$ cat config.mk
export PLATFORM = sky130hd
export DESIGN_NAME = axi_ad7124_frame_reader
export DESIGN_NICKNAME = d
export VERILOG_FILES = /design/src/rtl/axi_ad7124_frame_reader.sv
export SDC_FILE = /design/constraint.sdc
export NUM_CORES = 1
export LEC_CHECK = 0
export CORE_MARGIN = 3
export CORE_UTILIZATION = 60
export CTS_BUF_LIST = sky130_fd_sc_hd__clkbuf_4
export DETAILED_ROUTE_END_ITERATION = 10
export PLACE_DENSITY = 0.86
export REMOVE_ABC_BUFFERS = 1
export SKIP_CTS_REPAIR_TIMING = 1
export SLEW_MARGIN = 40
export SYNTH_ARGS = -nofsm -noshare
export SYNTH_HDL_FRONTEND = slang
export SYNTH_SLANG_ARGS = --single-unit
export TNS_END_PERCENT = 1
$ cat constraint.sdc
create_clock -name clk -period 4.1 [get_ports clk]
set_input_delay 0.82 -clock clk [delete_from_list [all_inputs] [get_ports clk]]
set_output_delay 0.82 -clock clk [all_outputs]
set_load 0.05 [all_outputs]
$ cat src/rtl/axi_ad7124_frame_reader.sv
// AD7124 frame reader: pulls 124-word frames out of the shared BRAM and streams them as AXI4-Stream.
// Optional feature macro: AXI_AD7124_SEQ_CHECK_EN (sequence-continuity check on word 1).
module axi_ad7124_frame_reader #(
  parameter int          FRAME_LENGTH  = 124,
  parameter int          PAYLOAD_START = 16,
  parameter logic [31:0] FRAME_TYPE    = 32'h1234abcd,
  parameter int          FIFO_DEPTH    = 4
) (
  input  logic        clk,
  input  logic        resetn,
  input  logic        frame_irq,
  output logic        bram_clk,
  output logic        bram_rst,
  output logic        bram_en,
  output logic [12:0] bram_addr,
  input  logic [31:0] bram_dout,
  output logic        m_axis_tvalid,
  input  logic        m_axis_tready,
  output logic [31:0] m_axis_tdata,
  output logic        m_axis_tlast,
  output logic        m_axis_tuser,
  output logic        busy,
  output logic [31:0] frame_cnt,
  output logic [15:0] drop_cnt,
  output logic [15:0] bad_type_cnt,
  output logic [15:0] seq_err_cnt
);
  localparam int PTR_W = $clog2(FIFO_DEPTH);
  localparam int CNT_W = PTR_W + 1;
  localparam int FLT_W = CNT_W + 2;
  localparam logic [10:0] LAST_IDX = 11'(FRAME_LENGTH - 1);
  localparam logic [10:0] PAY_IDX  = 11'(PAYLOAD_START);

  typedef enum logic [2:0] {S_IDLE, S_CHECK, S_CMP, S_STREAM, S_DRAIN} state_t;

  state_t             state;
  logic               irq_prev;
  logic               trigger;
  logic [10:0]        rd_idx;
  logic               stream_rd;
  logic               pend_valid;
  logic               pend_user;
  logic               pend_last;
  logic [33:0]        fifo_mem [FIFO_DEPTH];
  logic [PTR_W-1:0]   wr_ptr;
  logic [PTR_W-1:0]   rd_ptr;
  logic [CNT_W-1:0]   fifo_count;
  logic               push;
  logic               pop;
  logic               accept;
  logic [FLT_W-1:0]   in_flight;
  logic               credit;

  assign bram_clk  = clk;
  assign bram_rst  = ~resetn;
  assign trigger   = frame_irq & ~irq_prev;
  assign stream_rd = (state == S_STREAM) || (state == S_DRAIN);
  assign push      = pend_valid;
  assign pop       = (fifo_count != '0) && (!m_axis_tvalid || m_axis_tready);
  assign accept    = m_axis_tvalid && m_axis_tready;

  // Credit counts every word that may still land in the FIFO, ignoring a concurrent pop,
  // so the FIFO cannot overflow whatever tready does.
  assign in_flight = {2'b00, fifo_count} + {{(FLT_W-1){1'b0}}, bram_en}
                   + {{(FLT_W-1){1'b0}}, pend_valid};
  assign credit    = in_flight < FLT_W'(FIFO_DEPTH);

  always_ff @(posedge clk or negedge resetn) begin
    if (!resetn) begin
      state        <= S_IDLE;
      busy         <= 1'b0;
      irq_prev     <= 1'b0;
      bram_en      <= 1'b0;
      bram_addr    <= '0;
      rd_idx       <= '0;
      frame_cnt    <= '0;
      drop_cnt     <= '0;
      bad_type_cnt <= '0;
    end else begin
      irq_prev <= frame_irq;
      bram_en  <= 1'b0;
      if (trigger && state != S_IDLE && drop_cnt != '1)
        drop_cnt <= drop_cnt + 16'd1;
      case (state)
        S_IDLE: begin
          if (trigger) begin
            state     <= S_CHECK;
            busy      <= 1'b1;
            bram_en   <= 1'b1;
            bram_addr <= '0;
          end
        end
        S_CHECK: state <= S_CMP;
        S_CMP: begin
          if (bram_dout == FRAME_TYPE) begin
            // First stream read goes out on the same edge as the compare.
            state     <= S_STREAM;
            bram_en   <= 1'b1;
            bram_addr <= '0;
            rd_idx    <= 11'd1;
          end else begin
            state <= S_IDLE;
            busy  <= 1'b0;
            if (bad_type_cnt != '1)
              bad_type_cnt <= bad_type_cnt + 16'd1;
          end
        end
        S_STREAM: begin
          if (credit) begin
            bram_en   <= 1'b1;
            bram_addr <= {rd_idx, 2'b00};
            rd_idx    <= (rd_idx == 11'd3) ? PAY_IDX : rd_idx + 11'd1;
            if (rd_idx == LAST_IDX)
              state <= S_DRAIN;
          end
        end
        S_DRAIN: begin
          if (accept && m_axis_tlast && fifo_count == '0 && !pend_valid) begin
            state     <= S_IDLE;
            busy      <= 1'b0;
            frame_cnt <= frame_cnt + 32'd1;
          end
        end
        default: begin
          state <= S_IDLE;
          busy  <= 1'b0;
        end
      endcase
    end
  end

  // Return stage tags, FIFO pointers and the registered AXIS output slot.
  always_ff @(posedge clk or negedge resetn) begin
    if (!resetn) begin
      pend_valid    <= 1'b0;
      pend_user     <= 1'b0;
      pend_last     <= 1'b0;
      wr_ptr        <= '0;
      rd_ptr        <= '0;
      fifo_count    <= '0;
      m_axis_tvalid <= 1'b0;
      m_axis_tdata  <= '0;
      m_axis_tlast  <= 1'b0;
      m_axis_tuser  <= 1'b0;
    end else begin
      pend_valid <= bram_en && stream_rd;
      pend_user  <= (bram_addr[12:2] == 11'd0);
      pend_last  <= (bram_addr[12:2] == LAST_IDX);
      if (push)
        wr_ptr <= wr_ptr + 1'b1;
      if (pop) begin
        rd_ptr        <= rd_ptr + 1'b1;
        m_axis_tvalid <= 1'b1;
        {m_axis_tlast, m_axis_tuser, m_axis_tdata} <= fifo_mem[rd_ptr];
      end else if (m_axis_tready) begin
        m_axis_tvalid <= 1'b0;
      end
      case ({push, pop})
        2'b10:   fifo_count <= fifo_count + 1'b1;
        2'b01:   fifo_count <= fifo_count - 1'b1;
        default: fifo_count <= fifo_count;
      endcase
    end
  end

  always_ff @(posedge clk) begin
    if (push)
      fifo_mem[wr_ptr] <= {pend_last, pend_user, bram_dout};
  end

`ifdef AXI_AD7124_SEQ_CHECK_EN
  logic        pend_word1;
  logic        last_seq_valid;
  logic [31:0] last_seq;

  always_ff @(posedge clk or negedge resetn) begin
    if (!resetn) begin
      pend_word1     <= 1'b0;
      last_seq_valid <= 1'b0;
      last_seq       <= '0;
      seq_err_cnt    <= '0;
    end else begin
      pend_word1 <= bram_en && stream_rd && (bram_addr[12:2] == 11'd1);
      if (push && pend_word1) begin
        last_seq       <= bram_dout;
        last_seq_valid <= 1'b1;
        if (last_seq_valid && bram_dout != last_seq + 32'd1 && seq_err_cnt != '1)
          seq_err_cnt <= seq_err_cnt + 16'd1;
      end
    end
  end
`else
  assign seq_err_cnt = '0;
`endif

endmodule

Yosys cells after proc, flatten, opt, wreduce, memory -nomap -nowiden
Memory sizes are Yosys's and may differ from the RTL's. A register that Yosys moved wholly into a read port is not among the register bits.
Index checks and enable logic that the tools add are counted.
{ "word_totals": {"regBits": 105, "ramBits": 136, "in_bits": 36, "output_inout_bits": 132, "elab_cells": 107, "mem_count": 1} }
{ "memory_table": {"columns": ["name", "depth", "word_bits", "read_ports", "rd_ports_with_merged_regs", "write_ports", "line_no", "text"], "rows": [
  ["fifo_mem", 4, 34, 1, 1, 1, "44", "logic [33:0] fifo_mem [FIFO_DEPTH];"]
]} }
{ "op_classes": {"addsub": 10, "n_lt_le_gt_ge": 1, "n_eq_ne": 18, "n_mux": 27, "n_bitwise": 5, "reduce_logical": 29} }
{ "op_table": {"columns": ["cell", "n"], "rows": [
  ["two-way mux 13 bit", 3],
  ["case mux 13 bit (3 select lines)", 1],
  ["two-way mux 11 bit", 3],
  ["adder 16 x 1 -> 16 bit, second input constant", 2],
  ["adder 32 x 1 -> 32 bit, second input constant", 1],
  ["equality test 32 x 29 -> 1 bit, second input constant", 1],
  ["inequality test 16 bit, second input constant", 2],
  ["equality test 11 x 7 -> 1 bit, second input constant", 2],
  ["case mux 11 bit (2 select lines)", 1],
  ["case mux 3 bit (5 select lines)", 1],
  ["two-way mux 3 bit", 4],
  ["AND reduction 4 bit", 3],
  ["adder 11 x 1 -> 11 bit, second input constant", 1],
  ["equality test 11 x 2 -> 1 bit, second input constant", 1],
  ["zero test 11 bit", 1],
  ["two-way mux 1 bit", 10],
  ["nonzero test 3 bit", 3],
  ["logical AND 1 bit", 8],
  ["inequality test 2 bit, second input constant", 4],
  ["equality test 3 x 2 -> 1 bit, second input constant", 2],
  ["zero test 3 bit", 2],
  ["case mux 3 bit (2 select lines)", 1],
  ["AND reduction 3 bit", 2],
  ["nonzero test 2 bit", 3],
  ["other kinds (20)", 28]
]} }

Longest topological paths before layout
Gate-level depths: netlist (run 1).
{ "logic_depth": {"word_depth": 6, "depth_mapped": 10, "ltp_nobuf": 8} }

==> results.md, run 1 <==
- Status: finished clean
- Worst Path Required: approximately 3.3 ns
- Vias in the first global route: ~7300
- Crit path kind: clk -> out
- GRT Util Overall: 22.8%
- Reg-to-reg endpoint: frame_cnt[31]
- Post-synth top flop: dfrtp_1
- Sequential area share after synthesis: about two thirds
- Worst Setup Start Kind: clock port
- First-pass GRT wire length: between 30000 and 40000 um
- CP max stage delay: just under 0.7 ns
- Hold WC Path Type: reg -> reg
- Filler cells: between 1000 and 1500
- # rows: around 50
- Synth warnings: 0
- Critical path buffers and inverters: 3
- Critical Path Most Common Cell: clkbuf_4
- Later-pin clock latency in the skew report: ~0.75 ns
- Antenna violations before repair: 3
- Netlist cell types: 53
- Max Cap Viol: 0
- Clock transition at path regs: 0.06 ns
- Final setup viols: 0
- Worst hold slack: about 0.48 ns
- CTS tree: done
- Peak VDD IR: approximately 0.00041 V
- GR Layer Usage met2: around 37%
- Worst hold stages: 1
- Most common cell in the synthesized netlist: dfrtp_1
- Port Buf Inserts: roughly 150
- Final HPWL DP: 14700 um
- I/O pin cnt: roughly 170
- Cell Chain, Critical Path: clkbuf_4 -> clkbuf_4 -> clkdlybuf4s50_1
- Nets: approximately 1000
- Largest net degree at the start of global routing: 63
- Slowest-stage cell, CP: clkdlybuf4s50_1
- Detailed-route via count: around 7000
- EDFF count, synth: 136
- Area grow syn2layout: 23.1%
- Max_slew headroom: between 50% and 60%
- Leakage: about 5.3 nW
- Mean area per synthesized cell: 15.0 um2
- Total gr overflow: 0
- Worst Reg-to-Reg Cells: 5
- FF-to-FF Start: fifo_count[0]
- Area leader, netlist: edfxtp_1
- Crit path max fanout: 3
- Die Area: 20500 um2
- Syn Inst Count: between 700 and 800
- Final core occ: ~76%
- Hold Path Sink: frame_cnt[31]
- Actual slew at the worst max-slew pin: around 0.73 ns
- Initial Util: 62.1%
- Most Crowded Layer GR: met2
- Hold Fails Final Rpt: 0
- Iteration count of the initial detailed-routing pass: 4
- Async S/R FF share, synth: between 50% and 60%
- GR Util met3: about 6.4%
- Core ar.: about 18000 um2
- Synth Register Bits: approximately 270
- Unrepaired setup endpoints after global routing: false
- HP Start: frame_cnt[31]
- CP delay by family, top: buffers and inverters
- Netlist Area Pre-Place: between 10000 and 15000 um2
- Vert. Die Dim: between 100 and 150 um
- Via density: ~5.7
- Post-synth top cells: dfrtp_1, edfxtp_1, nand2_1
- GR Util met1: between 30% and 40%
- Final wirelength: around 23000 um
- DRC viols: 0
- Critical path capture point type: output port
- Final Max Tran Viols: 0
- Synth top area share: between 30 and 40%
- Pwr dens: around 600 nW/um2
- Critical Path AT: just under 3 ns
- R2R setup slack: approximately 1.6 ns
- Initial DRC count: 460
- Layout cells sized above 1: between 20% and 30%
- Post-route ant nets: 0
- Post-DR wirelength/cell: between 15 and 20 um
- Placer Congestion: between 0.8 and 0.9
- Die X: 143 um
- Top cells by area, synth: edfxtp_1, dfrtp_1, mux4_2
- Clock Skew: ~0.026 ns
-- cell type report --
type,instances,area [um2],area share (%)
clock inverter,13,52.6,0.377
multi-input combinational,425,3520,25.3
clock buffer,112,843,6.06
timing repair buffer,161,1590,11.4
tap,229,287,2.06
sequential,273,7510,54.0
antenna,1,2.50,0.0180
inverter,30,113,0.809
-- registers in the layout, summed over array words and instances (netlist names), 3 cells and up --
register,flops
bad_type_cnt,16
fifo_count,3
frame_cnt,32
state,3
drop_cnt,16
m_axis_tdata,32
bram_addr,11
fifo_mem,136
rd_idx,11
-- kinds of logic (layout without fill, tap and decap cells) --
| logic type | Yosys count | in the layout | share of synthesized area, % |
|---|---|---|---|
| buffers and inverters | 75 | 316 | 3.21 |
| xor gates and xnor gates | 64 | 64 | 4.96 |
| adders and majority gates | 11 | 11 | 1.28 |
| AOI/OAI and AO/OA | 42 | 42 | 2.38 |
| and+or+nand+nor | 205 | 205 | 10.0 |
| other | 1 | 19 | 0.0332 |
| muxes | 85 | 85 | 11.7 |
| DFF | 273 | 273 | 66.4 |
-- cells in the final DEF, fill, tap and decap left out, drive strengths merged, types with 4 or more instances in the layout --
cell type	count
clkdlybuf4s50	148
dfrtp	137
edfxtp	136
clkbuf	111
nand2	46
mux2	39
xnor2	37
nand3	34
mux4	34
inv	32
xor2	27
nor2	24
nand4	21
conb	18
nor4	17
buf	13
mux2i	12
a31oi	11
nor3	11
ha	10
clkinv	10
a21oi	9
and3	9
or3	8
o21ai	7
and2	5
and4b	4
and4	4
nor3b	4
-- power breakdown --
part	internal (mW)	leakage, nW	switching, mW
combinational	1.08	1.88	1.49
clock	1.24	0.539	1.07
sequential	3.22	2.93	0.374
total	5.54	5.34	2.93
-- worst max path at each step --
| stage | to | start | cells after the start |
|---|---|---|---|
| final | bram_clk | clk | 3 |
| after global routing | bram_clk | clk | 3 |
| after CTS | bram_clk | clk | 3 |
| after detailed placement | bram_addr[12] | bram_dout[28] | 6 |
| after global placement | bram_clk | clk | 1 |
| after floorplan | fifo_count[2] | m_axis_tready | 8 |
-- per-layer routing --
metal  wire [um]  share of wire, %
met4         318               1.4
met5          21             0.092
met1        9530                42
met3        1470               6.4
met2       11500                50
-- worst reg2reg max path: stages, from the launching register on --
cell and delay (ns):
dfrtp_1 0.42, or3_1 0.45, or3_1 0.56, nor4_4 0.47, or3b_1 0.41, xnor2_1 0.13
-- metrics by stage --
stage,worst slack (ns),cells,area [um2],setup TNS (ns),total power [mW]
after floorplan,-0.861,728,11100,-3.94,5.36
after global placement,0.558,1118,13000,0,6.21
after detailed placement,0.547,1118,13000,0,6.29
after CTS,0.297,1242,13900,0,8.57
after global routing,0.283,1244,13900,0,8.89
final,0.307,1244,13900,0,8.47
No activity file was read; power rests on OpenSTA's default activity.
==> run 2: changes to the inputs <==
--- a/config.mk
+++ b/config.mk
@@ -5,7 +5,7 @@
 export SDC_FILE = /design/constraint.sdc
 export NUM_CORES = 1
 export LEC_CHECK = 0
-export CORE_MARGIN = 3
+export CORE_MARGIN = 2
 export CORE_UTILIZATION = 60
 export CTS_BUF_LIST = sky130_fd_sc_hd__clkbuf_4
 export DETAILED_ROUTE_END_ITERATION = 10
==> run 2 against run 1 <==
  * Setup slack improved by 0.0067 ns
  * Combinational power barely moved
  * Sequential power hardly changed
  * Die area decreased by 2.8%
  * Sequential cell count is the same
  * First-iteration DRC count shrank 17%
  * Via count is 0.70% lower
  * Wire length fell by 0.52%
  * Largest cell class unchanged
==> results.md, run 2 (same netlist as run 1, synthesis figures left out) <==
- DRC viols: 0 (unchanged)
- CP max stage delay: 0.69 ns (about the same)
- Crit path kind: clk -> out (unchanged)
- Final setup viols: 0 (unchanged)
- Area grow syn2layout: 22.9% (was 23.1%)
- Critical path capture point type: output port (unchanged)
- Hold WC Path Type: reg -> reg (unchanged)
- Pwr dens: 607 nW/um2 (was 608 nW/um2)
- Total gr overflow: 0 (unchanged)
- Die X: 141 um (was 143 um)
- Total Power: 8.44 mW (was 8.47 mW)
- Final setup TNS: 0 ns (unchanged)
- Vias in the first global route: 7307 (was 7278)
- Iteration count of the initial detailed-routing pass: 4 (unchanged)
- Cell Chain, Critical Path: clkbuf_4 -> clkbuf_4 -> clkdlybuf4s50_1 (unchanged)
- Detailed-route via count: 6992 (was 7041)
- Status: finished clean (unchanged)
- Die Area: 20000 um2 (was 20500 um2)
- Nets: 1010 (was 1012)
- Actual slew at the worst max-slew pin: 0.718 ns (was 0.735 ns)
- GRT Util Overall: 23.5% (was 22.8%)
- Post-DR wirelength/cell: 18.3 um (was 18.4 um)
- Final Max Tran Viols: 0 (unchanged)
- Hold Path Sink: pend_user (was frame_cnt[31])
- Crit path max fanout: 4 (was 3)
- Max Cap Viol: 0 (unchanged)
- Final wirelength: 22800 um (was 22900 um)
- Slowest-stage cell, CP: clkdlybuf4s50_1 (unchanged)
- Layout cells sized above 1: 20.1% (was 21.0%)
- Placer Congestion: 0.892 (was 0.848)
- Final core occ: 74.8% (was 76.5%)
- Clock Power Share: 26.8% (was 27.3%)
- Initial Util: 60.9% (was 62.1%)
- Critical Path Most Common Cell: clkbuf_4 (unchanged)
- Net Switching: 2.97 mW (was 2.93 mW)
- Biggest register: fifo_mem (unchanged)
- Most common cell after layout, fill and taps aside: clkdlybuf4s50_1 (unchanged)
- Peak VDD IR: 0.000501 V (was 0.000413 V)
- Antenna violations before repair: 1 (was 3)
- Worst Reg-to-Reg Cells: 5 (unchanged)
- Unrepaired setup endpoints after global routing: false (unchanged)
- Largest net degree at the start of global routing: 55 (was 63)
- Hold Fails Final Rpt: 0 (unchanged)
- Final worst setup slack: 0.314 ns (was 0.307 ns)
- Post-Place Setup Slack: 0.558 ns (was 0.547 ns)
- Int Pwr: 5.48 mW (was 5.54 mW)
- Vert. Die Dim: 141 um (was 143 um)
- Final HPWL DP: 14900 um (was 14700 um)
- Leakage: 5.32 nW (was 5.34 nW)
- R2R setup slack: 1.53 ns (was 1.56 ns)
- Critical Path AT: 2.97 ns (about the same)
- Initial DRC count: 381 (was 460)
- Later-pin clock latency in the skew report: 0.76 ns (was 0.75 ns)
- CP delay by family, top: buffers and inverters (unchanged)
- Via density: 5.60 (was 5.66)
- CTS tree: done (unchanged)
- Post-route ant nets: 0 (unchanged)
- Max FFs per register: 136 (unchanged)
- Worst Setup Start Kind: clock port (unchanged)
- Top flop regs: fifo_mem (136), frame_cnt (32), m_axis_tdata (32) (unchanged)
- Sw frac: 35.1% (was 34.6%)
- Max_slew headroom: 52.0% (was 50.9%)
- Worst Path Required: 3.28 ns (about the same)
- HP Start: bram_addr[8] (was frame_cnt[31])
- Reg power frac: 42.9% (was 42.4%)
- Clock Skew: 0.0458 ns (was 0.0256 ns)
- Worst hold stages: 1 (unchanged)
- Clock transition at path regs: 0.06 ns (about the same)
- Port Buf Inserts: 149 (unchanged)
- # rows: 50 (was 49)
- Comb power frac: 30.3% (was 30.2%)
- Critical path buffers and inverters: 3 (unchanged)
- FF-to-FF Start: fifo_count[0] (unchanged)
- Core ar.: 18600 um2 (was 18200 um2)
- I/O pin cnt: 168 (unchanged)
- First-pass GRT wire length: 36700 um (about the same)
- Commonest non-fill, non-tap cells in the layout: clkdlybuf4s50_1, edfxtp_1, dfrtp_1 (unchanged)
- Reg-to-reg endpoint: frame_cnt[31] (unchanged)
## run 2: cell types whose count changed in the layout (fill, tap and decap cells not counted)
cell	previous run	this run
clkbuf_4	111	98
bufinv_16	0	1
buf_6	2	1
inv_2	2	3
buf_4	11	13
diode_2	1	2
clkinv_1	10	18
## run 2: cell type report
type	instances	area, um2
Sequential cell	273	7510
Multi-Input combinational cell	425	3520
Clock buffer	99	746
Timing Repair Buffer	162	1590
Antenna cell	2	5.00
Tap cell	234	293
Inverter	30	113
Clock inverter	23	116
Fill cell	1190	4680
## run 2: power by group through the flow
stage	registers (mW)	clock network, mW	logic [mW]
after detailed placement	3.68	0.0563	2.57
after global routing	3.68	2.48	2.70
after floorplan	4.43	0	0.930
final	3.62	2.26	2.56
after global placement	3.65	0.0563	2.51
after CTS	3.63	2.33	2.58
## run 2: routing by layer
metal	vias to the layer above	wire length (um)	track usage (%)
li1	3228	-	-
met1	3472	9360	30.2
met2	246	11400	38.8
met3	46	1460	5.60
met4	0	525	10.1
met5	-	0	0
## run 2: through the flow
stage          std cells  instance area (um2)  hold slack (ns)
2_1_floorplan        728                11100            0.449
3_3_place_gp        1124                13000            0.454
3_5_place_dp        1124                13000            0.456
4_1_cts             1245                13900          -0.0859
5_1_grt             1248                13900            0.481
6_report            1248                13900            0.465
## run 2: worst max path at each step
| stage | from | end | slack (ns) | depth (start not counted) |
|---|---|---|---|---|
| 2_1_floorplan | m_axis_tready | fifo_count[2] | -0.86 | 8 |
| 3_3_place_gp | clk | bram_clk | 0.56 | 1 |
| 3_5_place_dp | clk | bram_clk | 0.56 | 1 |
| 4_1_cts | clk | bram_clk | 0.30 | 3 |
| 5_1_grt | clk | bram_clk | 0.29 | 3 |
| 6_report | clk | bram_clk | 0.31 | 3 |
